## src/rtl/mips_pkg.sv

```systemverilog
// Shared MIPS datapath types and constants, used by REGISTERS, MIPSALU and the
// ALU writeback buffer.
//   DATA_W      register / ALU data width
//   REG_ADDR_W  register-file address width
//   ZERO_REG    hardwired $zero register index
//   wb_entry_t  one pending register-file write {destination, data}
package mips_pkg;
  localparam int DATA_W     = 32;
  localparam int REG_ADDR_W = 5;
  localparam logic [REG_ADDR_W-1:0] ZERO_REG = 5'd0;

  typedef struct packed {
    logic [REG_ADDR_W-1:0] waddr;
    logic [DATA_W-1:0]     data;
  } wb_entry_t;
endpackage

```

## src/rtl/alu_writeback_buffer_if.sv

```systemverilog
// ALU-result capture and register-file write port bundle.
//   alu_valid/alu_ready              ALU -> buffer handshake
//   ALUOut/WriteRegIn/RegWriteIn     ALU result payload
//   RegWrite/WriteReg/WriteData      buffer -> register-file write request
//   wb_ready                         register file accepts the write
// slave: the buffer side; master: the ALU / register-file side.
interface alu_writeback_buffer_if;
  import mips_pkg::*;
  logic                  alu_valid;
  logic                  alu_ready;
  logic [DATA_W-1:0]     ALUOut;
  logic [REG_ADDR_W-1:0] WriteRegIn;
  logic                  RegWriteIn;
  logic                  RegWrite;
  logic [REG_ADDR_W-1:0] WriteReg;
  logic [DATA_W-1:0]     WriteData;
  logic                  wb_ready;

  modport slave (
    input  alu_valid, ALUOut, WriteRegIn, RegWriteIn, wb_ready,
    output alu_ready, RegWrite, WriteReg, WriteData
  );
  modport master (
    output alu_valid, ALUOut, WriteRegIn, RegWriteIn, wb_ready,
    input  alu_ready, RegWrite, WriteReg, WriteData
  );
endinterface

```

## src/rtl/wb_result_fifo.sv

```systemverilog
// In-order DEPTH-entry FIFO of wb_entry_t.
//   clk/rst           clock, async active-high reset
//   push/push_data    enqueue (ignored when full)
//   pop               dequeue head (ignored when empty)
//   full/empty/count  occupancy status
//   head              oldest entry, zero when empty
//   rd_ptr            slot index of the head (oldest)
//   slots/slot_vld    raw storage and per-slot valid bits for forwarding scans
module wb_result_fifo
  import mips_pkg::*;
#(
  parameter int DEPTH = 4,
  localparam int PW = $clog2(DEPTH),
  localparam int CW = PW + 1
) (
  input  logic                  clk,
  input  logic                  rst,
  input  logic                  push,
  input  wb_entry_t             push_data,
  input  logic                  pop,
  output logic                  full,
  output logic                  empty,
  output logic [CW-1:0]         count,
  output wb_entry_t             head,
  output logic [PW-1:0]         rd_ptr,
  output wb_entry_t [DEPTH-1:0] slots,
  output logic [DEPTH-1:0]      slot_vld
);
  logic [PW-1:0]         wr_ptr_d, wr_ptr_q, rd_ptr_d, rd_ptr_q;
  logic [CW-1:0]         count_d, count_q;
  logic [DEPTH-1:0]      vld_d, vld_q;
  wb_entry_t [DEPTH-1:0] mem_d, mem_q;
  logic                  push_ok, pop_ok;

  // Status comes from the count so a full ring never aliases as empty.
  assign full    = (count_q == CW'(DEPTH));
  assign empty   = (count_q == '0);
  assign push_ok = push && !full;
  assign pop_ok  = pop && !empty;

  always_comb begin
    wr_ptr_d = wr_ptr_q;
    rd_ptr_d = rd_ptr_q;
    vld_d    = vld_q;
    mem_d    = mem_q;
    if (push_ok) begin
      mem_d[wr_ptr_q] = push_data;
      vld_d[wr_ptr_q] = 1'b1;
      wr_ptr_d        = wr_ptr_q + 1'b1;
    end
    if (pop_ok) begin
      vld_d[rd_ptr_q] = 1'b0;
      rd_ptr_d        = rd_ptr_q + 1'b1;
    end
    count_d = count_q + CW'(push_ok) - CW'(pop_ok);
  end

  always_ff @(posedge clk or posedge rst) begin
    if (rst) begin
      wr_ptr_q <= '0;
      rd_ptr_q <= '0;
      count_q  <= '0;
      vld_q    <= '0;
    end else begin
      wr_ptr_q <= wr_ptr_d;
      rd_ptr_q <= rd_ptr_d;
      count_q  <= count_d;
      vld_q    <= vld_d;
    end
  end

  // Payload storage is left unreset; every consumer masks it with vld_q.
  always_ff @(posedge clk) mem_q <= mem_d;

  assign head     = vld_q[rd_ptr_q] ? mem_q[rd_ptr_q] : '0;
  assign count    = count_q;
  assign rd_ptr   = rd_ptr_q;
  assign slots    = mem_q;
  assign slot_vld = vld_q;
endmodule

```

## src/rtl/alu_writeback_buffer.sv

```systemverilog
// Buffers MIPSALU results in order and drives the register-file write port,
// with combinational forwarding of not-yet-written results.
//   CLK/RESET             clock, async active-high reset
//   bus                   ALU handshake + register-file write port
//   ReadReg1/2            forwarding lookup addresses
//   fwd_hit1/2, data1/2   youngest buffered match per lookup (zero on miss)
//   occupancy             buffered entry count
//   retired               accepted instruction count (wraps)
module alu_writeback_buffer
  import mips_pkg::*;
#(
  parameter int DEPTH   = 4,
  parameter bit DROP_R0 = 1'b1,
  localparam int PW = $clog2(DEPTH),
  localparam int CW = PW + 1
) (
  input  logic                  CLK,
  input  logic                  RESET,
  alu_writeback_buffer_if.slave bus,
  input  logic [REG_ADDR_W-1:0] ReadReg1,
  input  logic [REG_ADDR_W-1:0] ReadReg2,
  output logic                  fwd_hit1,
  output logic                  fwd_hit2,
  output logic [DATA_W-1:0]     fwd_data1,
  output logic [DATA_W-1:0]     fwd_data2,
  output logic [CW-1:0]         occupancy,
  output logic [31:0]           retired
);
  logic                             full, empty, accept, push, pop;
  logic [PW-1:0]                    rd_ptr, idx;
  wb_entry_t                        head, push_data;
  wb_entry_t [DEPTH-1:0]            slots;
  logic [DEPTH-1:0]                 slot_vld;
  logic [1:0][REG_ADDR_W-1:0]       rd_addr;
  logic [1:0]                       hit;
  logic [1:0][DATA_W-1:0]           fdata;
  logic [31:0]                      retired_d, retired_q;

  // alu_ready depends only on registered occupancy, never on wb_ready.
  assign bus.alu_ready = !full;
  assign accept        = bus.alu_valid && !full;
  assign push          = accept && bus.RegWriteIn &&
                         !(DROP_R0 && (bus.WriteRegIn == ZERO_REG));
  assign pop           = bus.wb_ready && !empty;
  assign push_data     = '{waddr: bus.WriteRegIn, data: bus.ALUOut};

  wb_result_fifo #(.DEPTH(DEPTH)) u_fifo (
    .clk       (CLK),
    .rst       (RESET),
    .push      (push),
    .push_data (push_data),
    .pop       (pop),
    .full      (full),
    .empty     (empty),
    .count     (occupancy),
    .head      (head),
    .rd_ptr    (rd_ptr),
    .slots     (slots),
    .slot_vld  (slot_vld)
  );

  assign bus.RegWrite  = !empty;
  assign bus.WriteReg  = head.waddr;
  assign bus.WriteData = head.data;

  assign rd_addr = {ReadReg2, ReadReg1};

  // Walk from the head (oldest) towards the write pointer so the last match,
  // the youngest, wins. The popping head stays visible until the edge.
  always_comb begin
    hit   = '0;
    fdata = '0;
    idx   = '0;
    for (int p = 0; p < 2; p++) begin
      for (int i = 0; i < DEPTH; i++) begin
        idx = rd_ptr + PW'(i);
        if (slot_vld[idx] && (slots[idx].waddr == rd_addr[p])) begin
          hit[p]   = 1'b1;
          fdata[p] = slots[idx].data;
        end
      end
      if (DROP_R0 && (rd_addr[p] == ZERO_REG)) begin
        hit[p]   = 1'b0;
        fdata[p] = '0;
      end
    end
  end

  assign fwd_hit1  = hit[0];
  assign fwd_hit2  = hit[1];
  assign fwd_data1 = fdata[0];
  assign fwd_data2 = fdata[1];

  // Non-writing and dropped-R0 transfers still retire.
  always_comb retired_d = retired_q + 32'(accept);

  always_ff @(posedge CLK or posedge RESET) begin
    if (RESET) retired_q <= '0;
    else       retired_q <= retired_d;
  end

  assign retired = retired_q;
endmodule

```

## src/flat_wrapper.sv

```systemverilog
// flat-port wrapper written by rule: the top's interface ports become plain ports
module alu_writeback_buffer_flat import mips_pkg::*;
#(
  parameter int DEPTH   = 4,
  parameter bit DROP_R0 = 1'b1,
  localparam int PW = $clog2(DEPTH),
  localparam int CW = PW + 1
)
  (CLK, RESET, ReadReg1, ReadReg2, fwd_hit1, fwd_hit2, fwd_data1, fwd_data2, occupancy, retired, bus_alu_valid, bus_ALUOut, bus_WriteRegIn, bus_RegWriteIn, bus_wb_ready, bus_alu_ready, bus_RegWrite, bus_WriteReg, bus_WriteData);
  alu_writeback_buffer_if bus_i ();
  input  logic CLK;
  input  logic RESET;
  input  logic [REG_ADDR_W-1:0] ReadReg1;
  input  logic [REG_ADDR_W-1:0] ReadReg2;
  output logic fwd_hit1;
  output logic fwd_hit2;
  output logic [DATA_W-1:0] fwd_data1;
  output logic [DATA_W-1:0] fwd_data2;
  output logic [CW-1:0] occupancy;
  output logic [31:0] retired;
  input wire logic [$bits(bus_i.alu_valid)-1:0] bus_alu_valid;
  input wire logic [$bits(bus_i.ALUOut)-1:0] bus_ALUOut;
  input wire logic [$bits(bus_i.WriteRegIn)-1:0] bus_WriteRegIn;
  input wire logic [$bits(bus_i.RegWriteIn)-1:0] bus_RegWriteIn;
  input wire logic [$bits(bus_i.wb_ready)-1:0] bus_wb_ready;
  output wire logic [$bits(bus_i.alu_ready)-1:0] bus_alu_ready;
  output wire logic [$bits(bus_i.RegWrite)-1:0] bus_RegWrite;
  output wire logic [$bits(bus_i.WriteReg)-1:0] bus_WriteReg;
  output wire logic [$bits(bus_i.WriteData)-1:0] bus_WriteData;
  assign bus_i.alu_valid = bus_alu_valid;
  assign bus_i.ALUOut = bus_ALUOut;
  assign bus_i.WriteRegIn = bus_WriteRegIn;
  assign bus_i.RegWriteIn = bus_RegWriteIn;
  assign bus_i.wb_ready = bus_wb_ready;
  assign bus_alu_ready = bus_i.alu_ready;
  assign bus_RegWrite = bus_i.RegWrite;
  assign bus_WriteReg = bus_i.WriteReg;
  assign bus_WriteData = bus_i.WriteData;
  alu_writeback_buffer #(.DEPTH(DEPTH), .DROP_R0(DROP_R0)) u_core (.CLK(CLK), .RESET(RESET), .bus(bus_i), .ReadReg1(ReadReg1), .ReadReg2(ReadReg2), .fwd_hit1(fwd_hit1), .fwd_hit2(fwd_hit2), .fwd_data1(fwd_data1), .fwd_data2(fwd_data2), .occupancy(occupancy), .retired(retired));
endmodule
```

## config.mk

```make
export PLATFORM = sky130hd
export DESIGN_NAME = alu_writeback_buffer_flat
export DESIGN_NICKNAME = d
export VERILOG_FILES = /design/src/rtl/mips_pkg.sv /design/src/rtl/alu_writeback_buffer_if.sv /design/src/rtl/wb_result_fifo.sv /design/src/rtl/alu_writeback_buffer.sv /design/src/flat_wrapper.sv
export SDC_FILE = /design/constraint.sdc
export NUM_CORES = 1
export LEC_CHECK = 0
export BUFFER_PORTS_ARGS = -buffer_cell sky130_fd_sc_hd__buf_2
export CORE_MARGIN = 5
export CORE_UTILIZATION = 62
export CTS_CLUSTER_SIZE = 40
export DETAILED_ROUTE_END_ITERATION = 8
export GPL_TIMING_DRIVEN = 0
export PLACE_DENSITY = 0.83
export RECOVER_POWER = 100
export SLEW_MARGIN = 0
export SYNTH_ARGS = -nofsm -noshare
export SYNTH_HDL_FRONTEND = slang
export SYNTH_HIERARCHICAL = 1
export SYNTH_SLANG_ARGS = --single-unit
```

## constraint.sdc

```tcl
create_clock -name CLK -period 7.9 [get_ports CLK]
set_input_delay 1.58 -clock CLK [delete_from_list [all_inputs] [get_ports CLK]]
set_output_delay 1.58 -clock CLK [all_outputs]
set_load 0.02 [all_outputs]
```

Yosys cells after proc, flatten, opt, wreduce, memory -nomap -nowiden
Index checks and enable logic that the tools add are counted.
{"block": "word_totals", "word_cells": 108, "in_bits": 52, "ramBits": 0, "reg_bits": 191, "latch_bits": 0, "rom_bits": 0, "output_inout_bits": 140, "memories": 0}
{"block": "classes", "addsub": 7, "n_div": 0, "magnitude_cmp": 7, "reduce_logical": 23, "shifts": 0, "n_mux": 46, "mul": 0, "bitwise_logic": 3, "n_eq_ne": 9}
{"cell": "$mux W32", "count": 10}
{"cell": "$bmux W37 S2", "count": 4}
{"cell": "$mux W37", "count": 6}
{"cell": "$bwmux W148", "count": 1}
{"cell": "$demux W37 S2", "count": 1}
{"cell": "$eq A5 B5 Y1", "count": 8}
{"cell": "$add A32 B1 Y32", "count": 1}
{"cell": "$logic_and A1 B1 Y1", "count": 16}
{"cell": "$mux W1", "count": 16}
{"cell": "$logic_not A5 Y1", "count": 3}
{"cell": "$lt A2 B3 Y1 const B", "count": 5}
{"cell": "$bmux W1 S2", "count": 4}
{"cell": "$mux W4", "count": 2}
{"cell": "$add A2 B1 Y2 const B", "count": 2}
{"cell": "$add A2 B2 Y2 const B", "count": 2}
{"cell": "$and A4 B4 Y4", "count": 1}
{"cell": "$demux W1 S2", "count": 2}
{"cell": "$ge A2 B1 Y1 const B", "count": 2}
{"cell": "$not A4 Y4", "count": 1}
{"cell": "$or A4 B4 Y4", "count": 1}
{"cell": "$add A3 B1 Y3", "count": 1}
{"cell": "$eq A3 B3 Y1 const B", "count": 1}
{"cell": "$logic_not A1 Y1", "count": 3}
{"cell": "$logic_not A3 Y1", "count": 1}
{"cell": "$sub A3 B1 Y3", "count": 1}

Logic depth before layout (Yosys ltp)
{"block": "depth", "depth_word": 9, "mapped_depth": 13, "mapped_depth_nobuf": 12}

Hierarchy
The synthesis kept the hierarchy.
{"mod": "alu_writeback_buffer", "cells_each": 988, "instances": 1, "area_per_inst_um2": 7390.8}
{"mod": "wb_result_fifo", "cells_each": 290, "instances": 1, "area_per_inst_um2": 6319.8}

Worst setup path after synthesis
Ideal clock, no wire load.
{"block": "synth_path", "path_type": "input port to output port", "from": "input port ReadReg1[0]", "to": "output port fwd_data1[30]", "required_time_ns": 6.320, "arrival_time_ns": 3.466, "setup_slack_ns": 2.854, "cell_stages": 8, "cell_sequence": "clkbuf_1 xnor2_1 nand4_1 or2_1 clkbuf_1 mux2i_1 a311o_1 o32ai_1"}
{"block": "synth_via", "elab_chain_len": 7, "word_cells_on_any_way": 14, "classes_between": "eq/ne: 4; mux: 5; reduce/logical: 5"}
{"item": "from (decl)", "line_no": "flat_wrapper.sv:13", "rtl": "input logic [REG_ADDR_W-1:0] ReadReg1;"}
{"item": "$eq A5 B5 Y1", "line_no": "alu_writeback_buffer.sv:77", "rtl": "if (slot_vld[idx] && (slots[idx].waddr == rd_addr[p])) begin"}
{"item": "$logic_and A1 B1 Y1", "line_no": "alu_writeback_buffer.sv:77"}
{"item": "$mux W32 (4 in series)", "line_no": "alu_writeback_buffer.sv:77"}
{"item": "$mux W32 *", "line_no": "alu_writeback_buffer.sv:82", "rtl": "if (DROP_R0 && (rd_addr[p] == ZERO_REG)) begin"}
{"item": "to (decl)", "line_no": "flat_wrapper.sv:17", "rtl": "output logic [DATA_W-1:0] fwd_data1;"}
Mark *: on every way between the ends. The rest lies on a longest branch, timed or not.

Final worst setup path
{"block": "layout_path", "from": "register u_core.u_fifo.rd_ptr_q[0] (netlist: u_core/u_fifo/rd_ptr[0])", "to": "output port fwd_data2[13]"}
{"block": "layout_via", "elab_chain_len": 9, "word_cells_on_any_way": 32, "classes_between": "add/sub: 3; eq/ne: 4; mux: 21; reduce/logical: 4"}
{"item": "from (decl)", "line_no": "wb_result_fifo.sv:29", "rtl": "logic [PW-1:0] wr_ptr_d, wr_ptr_q, rd_ptr_d, rd_ptr_q;"}
{"item": "from (signal assigned)", "line_no": "wb_result_fifo.sv:66", "rtl": "rd_ptr_q <= rd_ptr_d;"}
{"item": "$add A2 B1 Y2 / $bmux W37 S2 (equally long branches)", "line_no": "alu_writeback_buffer.sv:76, alu_writeback_buffer.sv:77, alu_writeback_buffer.sv:79"}
{"item": "$bmux W37 S2 / $mux W37 (equally long branches)", "line_no": "alu_writeback_buffer.sv:77, alu_writeback_buffer.sv:79"}
{"item": "$mux W37 (implied by the code) / $eq A5 B5 Y1 (equally long branches)", "line_no": "alu_writeback_buffer.sv:77"}
{"item": "$eq A5 B5 Y1 / $logic_and A1 B1 Y1 (equally long branches)", "line_no": "alu_writeback_buffer.sv:77"}
{"item": "$logic_and A1 B1 Y1 / $mux W32 (equally long branches)", "line_no": "alu_writeback_buffer.sv:77"}
{"item": "$mux W32 (2 in series)", "line_no": "alu_writeback_buffer.sv:77"}
{"item": "$mux W32 *", "line_no": "alu_writeback_buffer.sv:77"}
{"item": "$mux W32 *", "line_no": "alu_writeback_buffer.sv:82"}
{"item": "to (decl)", "line_no": "flat_wrapper.sv:18", "rtl": "output logic [DATA_W-1:0] fwd_data2;"}
Mark *: on every way between the ends. The rest lies on a longest branch, timed or not. The select of a mux whose other input is x is not followed.

==> results.json <==
{
  "status": "finished, violations left",
  "violations": "capacitance limit, slew limit",
  "cts.clk_slew.worst_paths_ns": 0.09,
  "cts_buffer_depth": 2,
  "worst_pin_slew_ns": 1.87,
  "core-area_um2": 21800,
  "die-area_um2": 25200,
  "ir_worst_vdd_uv": 254,
  "htreeDepth": 4,
  "fp-row-count": 54,
  "avgSynthCellArea_um2": 10.7,
  "cts_setup_buffers": 0,
  "finalWirelength_um": 45300,
  "required_ns": 6.32,
  "synth_cells": 1278,
  "final_layout_size_suffix_gt1_share_pct": 15.3,
  "initial_utilization_pct": 62.8,
  "finalSetupViolations": 0,
  "synth_edf_count": 148,
  "grt_use_met1_pct": 45.5,
  "powerDensity_nw_per_um2": 381,
  "synth_largest_area_cell": "edfxtp_1",
  "grt_first_pass_wirelength_um": 70200,
  "report.final.slew_viol_count": 164,
  "die_h_um": 159,
  "hpwl_um": 32400,
  "clock_latency_ns": 0.45,
  "place_ws_ns": 2.19,
  "ys_ff_latch": 191,
  "hold-worst-slack_ns": 0.472,
  "use_met3_pct": 8.84,
  "track_usage_pct": 35.0,
  "overflow": 0,
  "critPathMaxFanout": 10,
  "fin_skew_ns": 0.0172,
  "max_freq_ghz": 0.156,
  "synthFlopType": "edfxtp_1",
  "hold_viol": 0,
  "rsz0062_at_grt": "false",
  "dr.pass1.iters": 7,
  "slew_headroom_pct": -25.0,
  "hold_buffers": 0,
  "clock-sinks": 191,
  "setup-tns-final_ns": 0,
  "drc": 0,
  "busiest_layer": "met2",
  "grt_pass1_vias": 12566,
  "p_leak_nw": 5.58,
  "seq_area_frac_synth_pct": 40.3,
  "ys_async_sr_fraction_pct": 22.5,
  "synth_top_area_share_pct": 32.4,
  "fin_crit_sh_pct": 81.0,
  "mostFrequentLayoutCells": "clkbuf_1, edfxtp_1, a21oi_1",
  "maxCapViolCount": 8,
  "ant_nets": 0,
  "viasPerCell": 6.89,
  "antenna_found_initial": 0,
  "place.gp.congestion": 1.01,
  "setup_ws_ns": 1.50,
  "crit_type": "reg -> out",
  "drt_iter0_drc": 1663,
  "yosysWarnings": 6,
  "finish.net_count": 1548,
  "start_kind": "flip-flop",
  "area_growth_pct": 12.1,
  "cts_tree": "built",
  "portBuffers": 182,
  "arrival_ns": 4.82,
  "fp.dieW_um": 159,
  "n_antenna_cell": 0,
  "cts_repair_resize_count": 0,
  "cts_buffers": 17,
  "cts-root-buf": "clkbuf_16",
  "synthTopCellsByArea": "edfxtp_1, mux4_2, dfrtp_1, mux2i_1, mux2_2",
  "synth_cell_types": 66,
  "syn_area_um2": 13700,
  "cp-end-kind": "primary output",
  "syn-num-nets": 1343,
  "grtUsageMet2_pct": 53.7,
  "grt_max_degree": 33,
  "hold_class": "reg -> reg",
  "mostFrequentLayoutCell": "clkbuf_1",
  "p_total_mw": 5.85,
  "vias": 12242,
  "wl_per_cell_um": 25.5,
  "fin_crit_ns": 6.40,
  "io_pins": 192
}
-- critical path, cell delays in order (launching register included) --
cell,delay [ns]
dfrtp_1,0.49
clkbuf_1,0.65
buf_12,0.23
buf_8,0.15
clkbuf_1,0.48
clkbuf_1,0.58
clkbuf_1,0.58
o21ai_0,0.25
o21ai_0,0.21
a21oi_1,0.06
nor3_1,0.39
clkbuf_1,0.28
-- cells by family (layout without fill, tap and decap cells) --
| logic type | after synthesis | after routing | synth area share (%) |
|---|---|---|---|
| xor+xnor | 73 | 73 | 4.66 |
| flops | 191 | 191 | 40.3 |
| fa+ha+maj | 13 | 13 | 1.24 |
| simple gates | 357 | 357 | 13.7 |
| compound gates | 315 | 315 | 14.2 |
| buf+inv | 124 | 342 | 4.70 |
| mux | 205 | 205 | 21.3 |
-- metrics by stage --
step                      std cells  util, %  instance area, um2
after CTS                      1776     71.9               15700
after global routing           1776     70.4               15400
after detailed placement       1744     69.1               15100
after floorplan                1278        -               13700
after global placement         1740     68.6               15000
final                          1776     70.4               15400
-- layout make-up --
cell class	count	area [um2]
buffer	107	554
clock buffer	20	479
clock inverter	12	138
fill	1706	6460
inverter	17	63.8
multi-input combinational	963	7520
sequential	191	5520
tap	280	350
timing repair buffer	186	736
-- synthesized netlist by cell type (2+ instances only) --
master	n
ha_1	12
buf_6	9
o21ai_0	80
nand3_1	13
o31a_1	2
and2_1	23
nor2b_4	9
o22a_1	18
mux2_2	49
edfxtp_1	148
mux2i_1	78
xnor2_1	46
a21bo_2	2
or2_1	2
nor4_1	6
nand2b_1	3
nor3_1	56
a32o_1	3
or3_1	2
xor2_1	27
a22o_1	4
nor2b_1	59
inv_1	16
clkbuf_1	60
mux4_2	61
a21oi_1	102
a22oi_1	21
o221ai_1	2
dfrtp_1	43
nor3b_1	3
a2bb2oi_1	6
buf_2	24
o22ai_1	4
buf_12	2
buf_4	10
and3_1	9
a221o_1	9
a211oi_1	35
nor2_1	59
nand2_1	94
nand4_1	9
o21ai_1	20
mux2_1	15
-- flip-flops by register name, indices dropped and copies added, names as in the netlist --
register	cells
u_core/u_fifo/slot_vld	4
u_core/u_fifo/rd_ptr	2
u_core/retired	32
u_core/u_fifo/wr_ptr_q	2
u_core/u_fifo/count	3
u_core/u_fifo/slots	148
-- report_power, final --
part	internal [mW]	leakage (nW)	switching [mW]
sequential	1.23	1.90	0.120
clock	0.463	0.302	0.431
combinational	1.33	3.37	2.28
total	3.02	5.58	2.83
-- final timing paths --
check / slack, ns / cells after the start / startpoint / to
setup reg to reg: 3.48 / 7 / u_core/u_fifo/count[2] / u_core/u_fifo/slots[57]
min in group asynchronous: 1.13 / 2 / RESET / u_core/u_fifo/slot_vld[1]
hold reg to reg: 0.47 / 1 / u_core/retired[31] / u_core/retired[31]
setup / recovery: 1.50 / 11 / u_core/u_fifo/rd_ptr[0] / fwd_data2[13]
max in group asynchronous: 5.75 / 2 / RESET / u_core/retired[30]
hold / removal: 0.47 / 1 / u_core/retired[31] / u_core/retired[31]
-- layer usage --
metal / vias to the layer above / wire length (um)
met2: 998 / 20400
met3: 228 / 5620
li1: 5223 / -
met5: - / 0
met4: 0 / 2790
met1: 5793 / 16500
Note: power is estimated with default switching activity, not from simulation.
